==> config.mk <==
export PLATFORM = sky130hd
export DESIGN_NAME = fifo_seq_ctrl
export DESIGN_NICKNAME = d
export VERILOG_FILES = /design/src/rtl/fifo_seq_ctrl.sv
export SDC_FILE = /design/constraint.sdc
export NUM_CORES = 1
export LEC_CHECK = 0
export CAP_MARGIN = 30
export CORE_MARGIN = 2
export CORE_UTILIZATION = 50
export DETAILED_ROUTE_END_ITERATION = 6
export HOLD_SLACK_MARGIN = 0.15
export PLACE_DENSITY = 0.8
export SETUP_SLACK_MARGIN = 0.15
export SKIP_CTS_REPAIR_TIMING = 1
export SLEW_MARGIN = 20
export SYNTH_ARGS = -nofsm -noshare
export SYNTH_HDL_FRONTEND = slang
export SYNTH_SLANG_ARGS = --single-unit
export TNS_END_PERCENT = 100
==> constraint.sdc <==
create_clock -name clk -period 3 [get_ports clk]
set_input_delay 0.6 -clock clk [delete_from_list [all_inputs] [get_ports clk]]
set_output_delay 0.6 -clock clk [all_outputs]
set_load 0.05 [all_outputs]
==> src/rtl/fifo_seq_ctrl.sv <==
// fifo_seq_ctrl: sequences one line-buffer FIFO per job.
// Each job clears both pointers, fills len words from the loader, then
// replays them passes times to the PE column by rewinding the read pointer.
// Optional macro FIFO_SEQ_CTRL_STALL_CNT_EN enables the stall-cycle counter;
// without it stall_cnt is tied to 0.
module fifo_seq_ctrl #(
  parameter  int FIFO_SIZE = 4608,
  parameter  int PASS_W    = 4,
  localparam int LEN_W     = $clog2(FIFO_SIZE + 1)
) (
  input  logic              clk,
  input  logic              rst_n,
  input  logic              start,
  input  logic [LEN_W-1:0]  cfg_len,
  input  logic [PASS_W-1:0] cfg_passes,
  input  logic              src_valid,
  output logic              src_ready,
  input  logic              dst_ready,
  output logic              wr_clr,
  output logic              wr_en,
  output logic              wr_inc,
  output logic              rd_clr,
  output logic              rd_en,
  output logic              rd_inc,
  output logic              out_valid,
  output logic              out_last,
  output logic              busy,
  output logic              done,
  output logic [31:0]       stall_cnt
);

  localparam logic [LEN_W-1:0] MAX_LEN = LEN_W'(FIFO_SIZE);

  typedef enum logic [2:0] {
    S_IDLE, S_CLEAR, S_FILL, S_DRAIN, S_REWIND, S_DONE
  } state_t;

  state_t              state_q, state_d;
  logic [LEN_W-1:0]    len_q, word_q;
  logic [PASS_W-1:0]   passes_q, pass_q;
  logic                word_last, pass_last, last_rd, accept;

  // Word counter wraps after len words in both FILL and DRAIN.
  assign word_last = (word_q == len_q - 1'b1);
  assign pass_last = (pass_q == passes_q - 1'b1);
  assign accept    = (state_q == S_IDLE) && start;
  assign busy      = (state_q != S_IDLE);

  // State register; an async reset mid-job simply abandons it.
  always_ff @(posedge clk or negedge rst_n) begin
    if (!rst_n) state_q <= S_IDLE;
    else        state_q <= state_d;
  end

  // Next-state and FIFO strobes; en/inc follow the handshake combinationally.
  always_comb begin
    state_d   = state_q;
    src_ready = 1'b0;
    wr_clr    = 1'b0;
    wr_en     = 1'b0;
    wr_inc    = 1'b0;
    rd_clr    = 1'b0;
    rd_en     = 1'b0;
    rd_inc    = 1'b0;
    done      = 1'b0;
    last_rd   = 1'b0;
    case (state_q)
      S_IDLE: begin
        if (start) begin
          if (cfg_len == '0 || cfg_passes == '0) state_d = S_DONE;
          else                                   state_d = S_CLEAR;
        end
      end
      S_CLEAR: begin
        wr_clr  = 1'b1;
        rd_clr  = 1'b1;
        state_d = S_FILL;
      end
      S_FILL: begin
        src_ready = 1'b1;
        wr_en     = src_valid;
        wr_inc    = src_valid;
        if (src_valid && word_last) state_d = S_DRAIN;
      end
      S_DRAIN: begin
        rd_en   = dst_ready;
        rd_inc  = dst_ready;
        last_rd = dst_ready && word_last && pass_last;
        if (dst_ready && word_last) state_d = pass_last ? S_DONE : S_REWIND;
      end
      S_REWIND: begin
        rd_clr  = 1'b1;
        state_d = S_DRAIN;
      end
      S_DONE: begin
        done    = 1'b1;
        state_d = S_IDLE;
      end
      default: state_d = S_IDLE;
    endcase
  end

  // Job configuration and word/pass counters.
  always_ff @(posedge clk or negedge rst_n) begin
    if (!rst_n) begin
      len_q    <= '0;
      passes_q <= '0;
      word_q   <= '0;
      pass_q   <= '0;
    end else if (accept) begin
      len_q    <= (cfg_len > MAX_LEN) ? MAX_LEN : cfg_len;
      passes_q <= cfg_passes;
      word_q   <= '0;
      pass_q   <= '0;
    end else begin
      if (wr_en || rd_en) word_q <= word_last ? '0 : word_q + 1'b1;
      if (state_q == S_REWIND) pass_q <= pass_q + 1'b1;
    end
  end

  // FIFO output is registered, so valid/last trail rd_en by one cycle.
  always_ff @(posedge clk or negedge rst_n) begin
    if (!rst_n) begin
      out_valid <= 1'b0;
      out_last  <= 1'b0;
    end else begin
      out_valid <= rd_en;
      out_last  <= last_rd;
    end
  end

`ifdef FIFO_SEQ_CTRL_STALL_CNT_EN
  logic [31:0] stall_q;
  // Saturating count of source/consumer stall cycles, cleared per job.
  always_ff @(posedge clk or negedge rst_n) begin
    if (!rst_n)
      stall_q <= '0;
    else if (accept)
      stall_q <= '0;
    else if (((state_q == S_FILL && !src_valid) ||
              (state_q == S_DRAIN && !dst_ready)) && stall_q != '1)
      stall_q <= stall_q + 1'b1;
  end
  assign stall_cnt = stall_q;
`else
  assign stall_cnt = '0;
`endif

endmodule
# Word level (Yosys, flattened, before mapping)
# Cells that the tools add are included.
# W data, S select, Z words.
# classes
addsub,4
order_cmp,1
eq_ne,10
n_mux,19
n_reduce_logical,14
# ops
op,count
$mux W13,4
$pmux W3 S5,1
$add A13 B1 Y13 const B,1
$eq A13 B13 Y1,1
$gt A13 B13 Y1 const B,1
$logic_not A13 Y1,1
$sub A13 B1 Y13 const B,1
$mux W3,4
$mux W1,8
$mux W4,2
$eq A3 B2 Y1 const B,2
$eq A3 B3 Y1 const B,2
$ne A2 B2 Y1 const B,3
$add A4 B1 Y4 const B,1
$eq A4 B4 Y1,1
$logic_and A1 B1 Y1,4
$logic_not A4 Y1,1
$reduce_bool A2 Y1,2
$sub A4 B1 Y4 const B,1
$eq A3 B1 Y1 const B,1
$logic_not A3 Y1,1
$reduce_and A3 Y1,1
$reduce_bool A3 Y1,1
$logic_or A1 B1 Y1,2
$reduce_or A2 Y1,1
# totals
register_bits,39
inputBits,22
output_inout_bits,43
word_cells,55

# Depth between registers and ports, before layout
# depth
word_depth,5
ltp_mapped,11
ltp_nobuf,8

# Least setup slack after synthesis
# OpenSTA, ideal clock, no wires.
# synth_path
path_type,reg2reg
startpoint,register len_q[3]
endpoint,register word_q[10]
t_arrival_ps,2557
slack_ps,311
path_stages_with_launch,9
path_cell_list,dfrtp_1 or4_4 or4_1 a31o_1 a2111oi_4 and2_1 buf_6 buf_8 o31ai_1
# synth_via
elab_chain_cells,5
# synth_rtl
element,line,text
"start, declared",39,"logic [LEN_W-1:0] len_q, word_q;"
"start signal, assigned",111,len_q <= (cfg_len > MAX_LEN) ? MAX_LEN : cfg_len;
$sub A13 B1 Y13,44,assign word_last = (word_q == len_q - 1'b1);
$eq A13 B13 Y1,44,
$mux W13 (2 in a row),116,if (wr_en || rd_en) word_q <= word_last ? '0 : word_q + 1'b1;
$mux W13,110,end else if (accept) begin
"end signal, assigned",116,
"end, declared",39,
# No other way between the ends. The select of a mux whose other input is x is not followed.
# A chain may end at the register's enable or synchronous reset.

# Final worst setup path
# layout_path
startpoint,register len_q[4]
endpoint,register state_q[1]
# layout_via
elab_chain_cells,5
word_cells_on_any_way,7
# layout_rtl
element,line,text
$sub A13 B1 Y13 *,44,
$eq A13 B13 Y1 *,44,
"$logic_and A1 B1 Y1, on equally long branches","89, 83",
$ne A2 B2 Y1 (no line),--,
$reduce_and A3 Y1 (no line) *,--,
"end signal, assigned",52,else state_q <= state_d;
"end, declared",38,"state_t state_q, state_d;"
# Every way passes the cells marked *; elsewhere a longest branch is shown, timed or not.

==> metrics.txt <==
Power Density=415 nW/um^2; Max Cap Viol=0; post-synthesis cell type count=56; flop2flop setup slack=260 ps; gp weighted congestion=between 0.8 and 0.9; All-Layer GR Usage=0.189; CTS tree=yes; # fillers=469; crit end category=flop; Ant. Diodes=0; commonest non-fill, non-tap cells in the layout=nand2_1 (42), dfrtp_1 (39), conb_1 (32), clkdlybuf4s50_1 (26), xnor2_1 (16); Routed Antenna Nets=0; crit path time final=around 2700 ps; CTS Root Cell=clkbuf_8; initial antenna violation count=0; Leakage=1.42 nW; worst r2r src=len_q[4]; Critical R2R Capture=state_q[1]; # rows=26; Initial DRC Count=around 150; I/O pins=65; Slew @ Worst Pin=654 ps; syn avg cell area=8.96 um^2; CP max stage cell=or4_4; Cells after Synth=302; die width=a little under 80 um; layout cells sized above 1=0.0952; most common cell after layout, fill and taps aside=nand2_1; area of the multi-input gates=approximately 1500 um^2; GR Overflow Total=0; worst-path cell chain=or4_4, or4_1, a31o_1, a2111oi_4, and2_4, buf_12, a41oi_1; top post-synthesis cells by area=dfrtp_1 (36%), buf_4 (9.7%), nand2_1 (5.8%); Yosys top cell by area=dfrtp_1; RSZ-0062 raised after global routing=yes; Crit path largest cell delay=between 500 and 600 ps; Clock Path Buffers=2; top_reg_cell synth=dfrtp_1; Mapped Area=around 2700 um^2; via count=2095; pin count of the biggest net entering global routing=40; PortBufs=32; fin. max-slew vios=0; Syn. warnings=0; setup TNS=0 ps; vias per cell=approximately 5.2; vias in the first global route=~1900; reg2reg path depth=7; Max Clk Rate=approximately 360 MHz; FFs w/ async S/R, synth=1.00; Slew headroom=0.553; FF+latch count, synth=39; outcome=completed; HP Class=in2async; Pwr Total=1.27 mW; Final period util=0.914; Worst Skew=about 12 ps; Data arrival, critical path=~2900 ps; WS Path Type=reg2reg; CP startpoint kind=flop; sequential area share after synthesis=0.361; chip height=between 70 and 80 um; Routed WL=5.60 mm; CP Buf/Inv Count=1; latest clock arrival within the worst-skew pair=slightly below 300 ps; Hold Vio Cnt, Final=0; CTS H-Tree Depth=2; area share of the largest cell type after synthesis=0.361; crit-path max FO=16; first-pass GRT wire length=9.10 mm; Critical Path RT=3150 ps; initial core utilization=0.523; Area Overhead vs Synth=13.2%; sequential cell area=976 um^2; TritonRoute pass-1 iters=4; EDFF count, synth=0; Clk pin slew, worst setup/hold paths=about 80 ps; DR WL/cell=13.8 um; Top Family by Delay on Critical Path=simple AND/OR/NAND/NOR gates; core area=~5200 um^2; clk sinks=39; DRC viols=0; Finish-stage setup viols=0; DP Wirelength=roughly 4.2 mm; nets=361; CTS Buf Count=5; die area=~6000 um^2; Max VDD drop=0.203 mV
## logic make-up after synthesis
group           share of synthesized area
fa+ha+maj                          0.0185
compound gates                      0.167
other cells                       0.00139
buf+inv                             0.138
xor+xnor                            0.105
simple gates                        0.205
mux                               0.00416
flops                               0.361
## area by class of cell
| cell class | count | area share |
|---|---|---|
| multi-input combinational | 238 | 0.482 |
| sequential | 39 | 0.319 |
| timing repair buffer | 40 | 0.131 |
| tap | 70 | 0.0286 |
| clock buffer | 7 | 0.0249 |
| inverter | 11 | 0.0135 |
| clock inverter | 1 | 0.00163 |
## where the power goes
group          switching [mW]  total [mW]  internal (mW)  leakage (nW)
Combinational           0.193       0.312          0.119         0.886
Clock                   0.176       0.339          0.163        0.0422
Sequential             0.0580       0.620          0.562         0.496
## metal layers
metal	GRT usage	wire length, um	share of wire
met1	0.251	2580	0.46
met3	0.0395	187	0.033
met5	0	0	0
met4	0.0554	56	0.010
met2	0.310	2780	0.50
## registers in the layout (all words and copies together), names as in the netlist
name       cells
pass_q         4
state_q        3
out_last       1
len_q         13
word_q        13
out_valid      1
passes_q       4
## per-stage QoR
step | hold slack, ps | utilization | cell area (um^2) | instances | worst slack (ps)
after CTS | 449 | 0.586 | 3030 | 405 | 174
after floorplan | 304 | - | 2820 | 333 | 311
after global routing | 244 | 0.592 | 3060 | 406 | 134
after global placement | 486 | 0.570 | 2950 | 397 | 267
after detailed placement | 492 | 0.570 | 2950 | 397 | 221
final | 219 | 0.592 | 3060 | 406 | 259
## worst max path at each step
stage	startpoint	to	cells after the start
after floorplan	len_q[3]	word_q[10]	8
after global placement	len_q[4]	state_q[1]	7
after detailed placement	len_q[4]	state_q[1]	7
after CTS	state_q[2]	rd_clr	4
after global routing	len_q[4]	state_q[1]	7
final	len_q[4]	state_q[1]	7
## worst reg2reg max path: stages, from the launching register on
cell	delay (ps)
dfrtp_1	430
or4_4	570
or4_1	530
a31o_1	250
a2111oi_4	350
and2_4	210
buf_12	140
a41oi_1	120
## synth_stat cells, types with 2 or more instances
master and n:
a21oi_1 6, a22o_1 8, and2_1 2, and3_1 8, buf_4 35, clkbuf_1 5, dfrtp_1 39, dlygate4sd3_1 2
ha_1 4, inv_1 11, nand2_1 42, nand2b_1 4, nand3_1 11, nand3b_1 2, nor2_1 15, nor2b_1 2
nor3_1 6, nor4_1 7, o211ai_1 4, o21ai_0 10, o21ai_2 2, o31ai_1 10, or2b_1 3, or3_1 3
or4_1 2, xnor2_1 16, xor2_1 14
(Power assumes the default switching activity.)
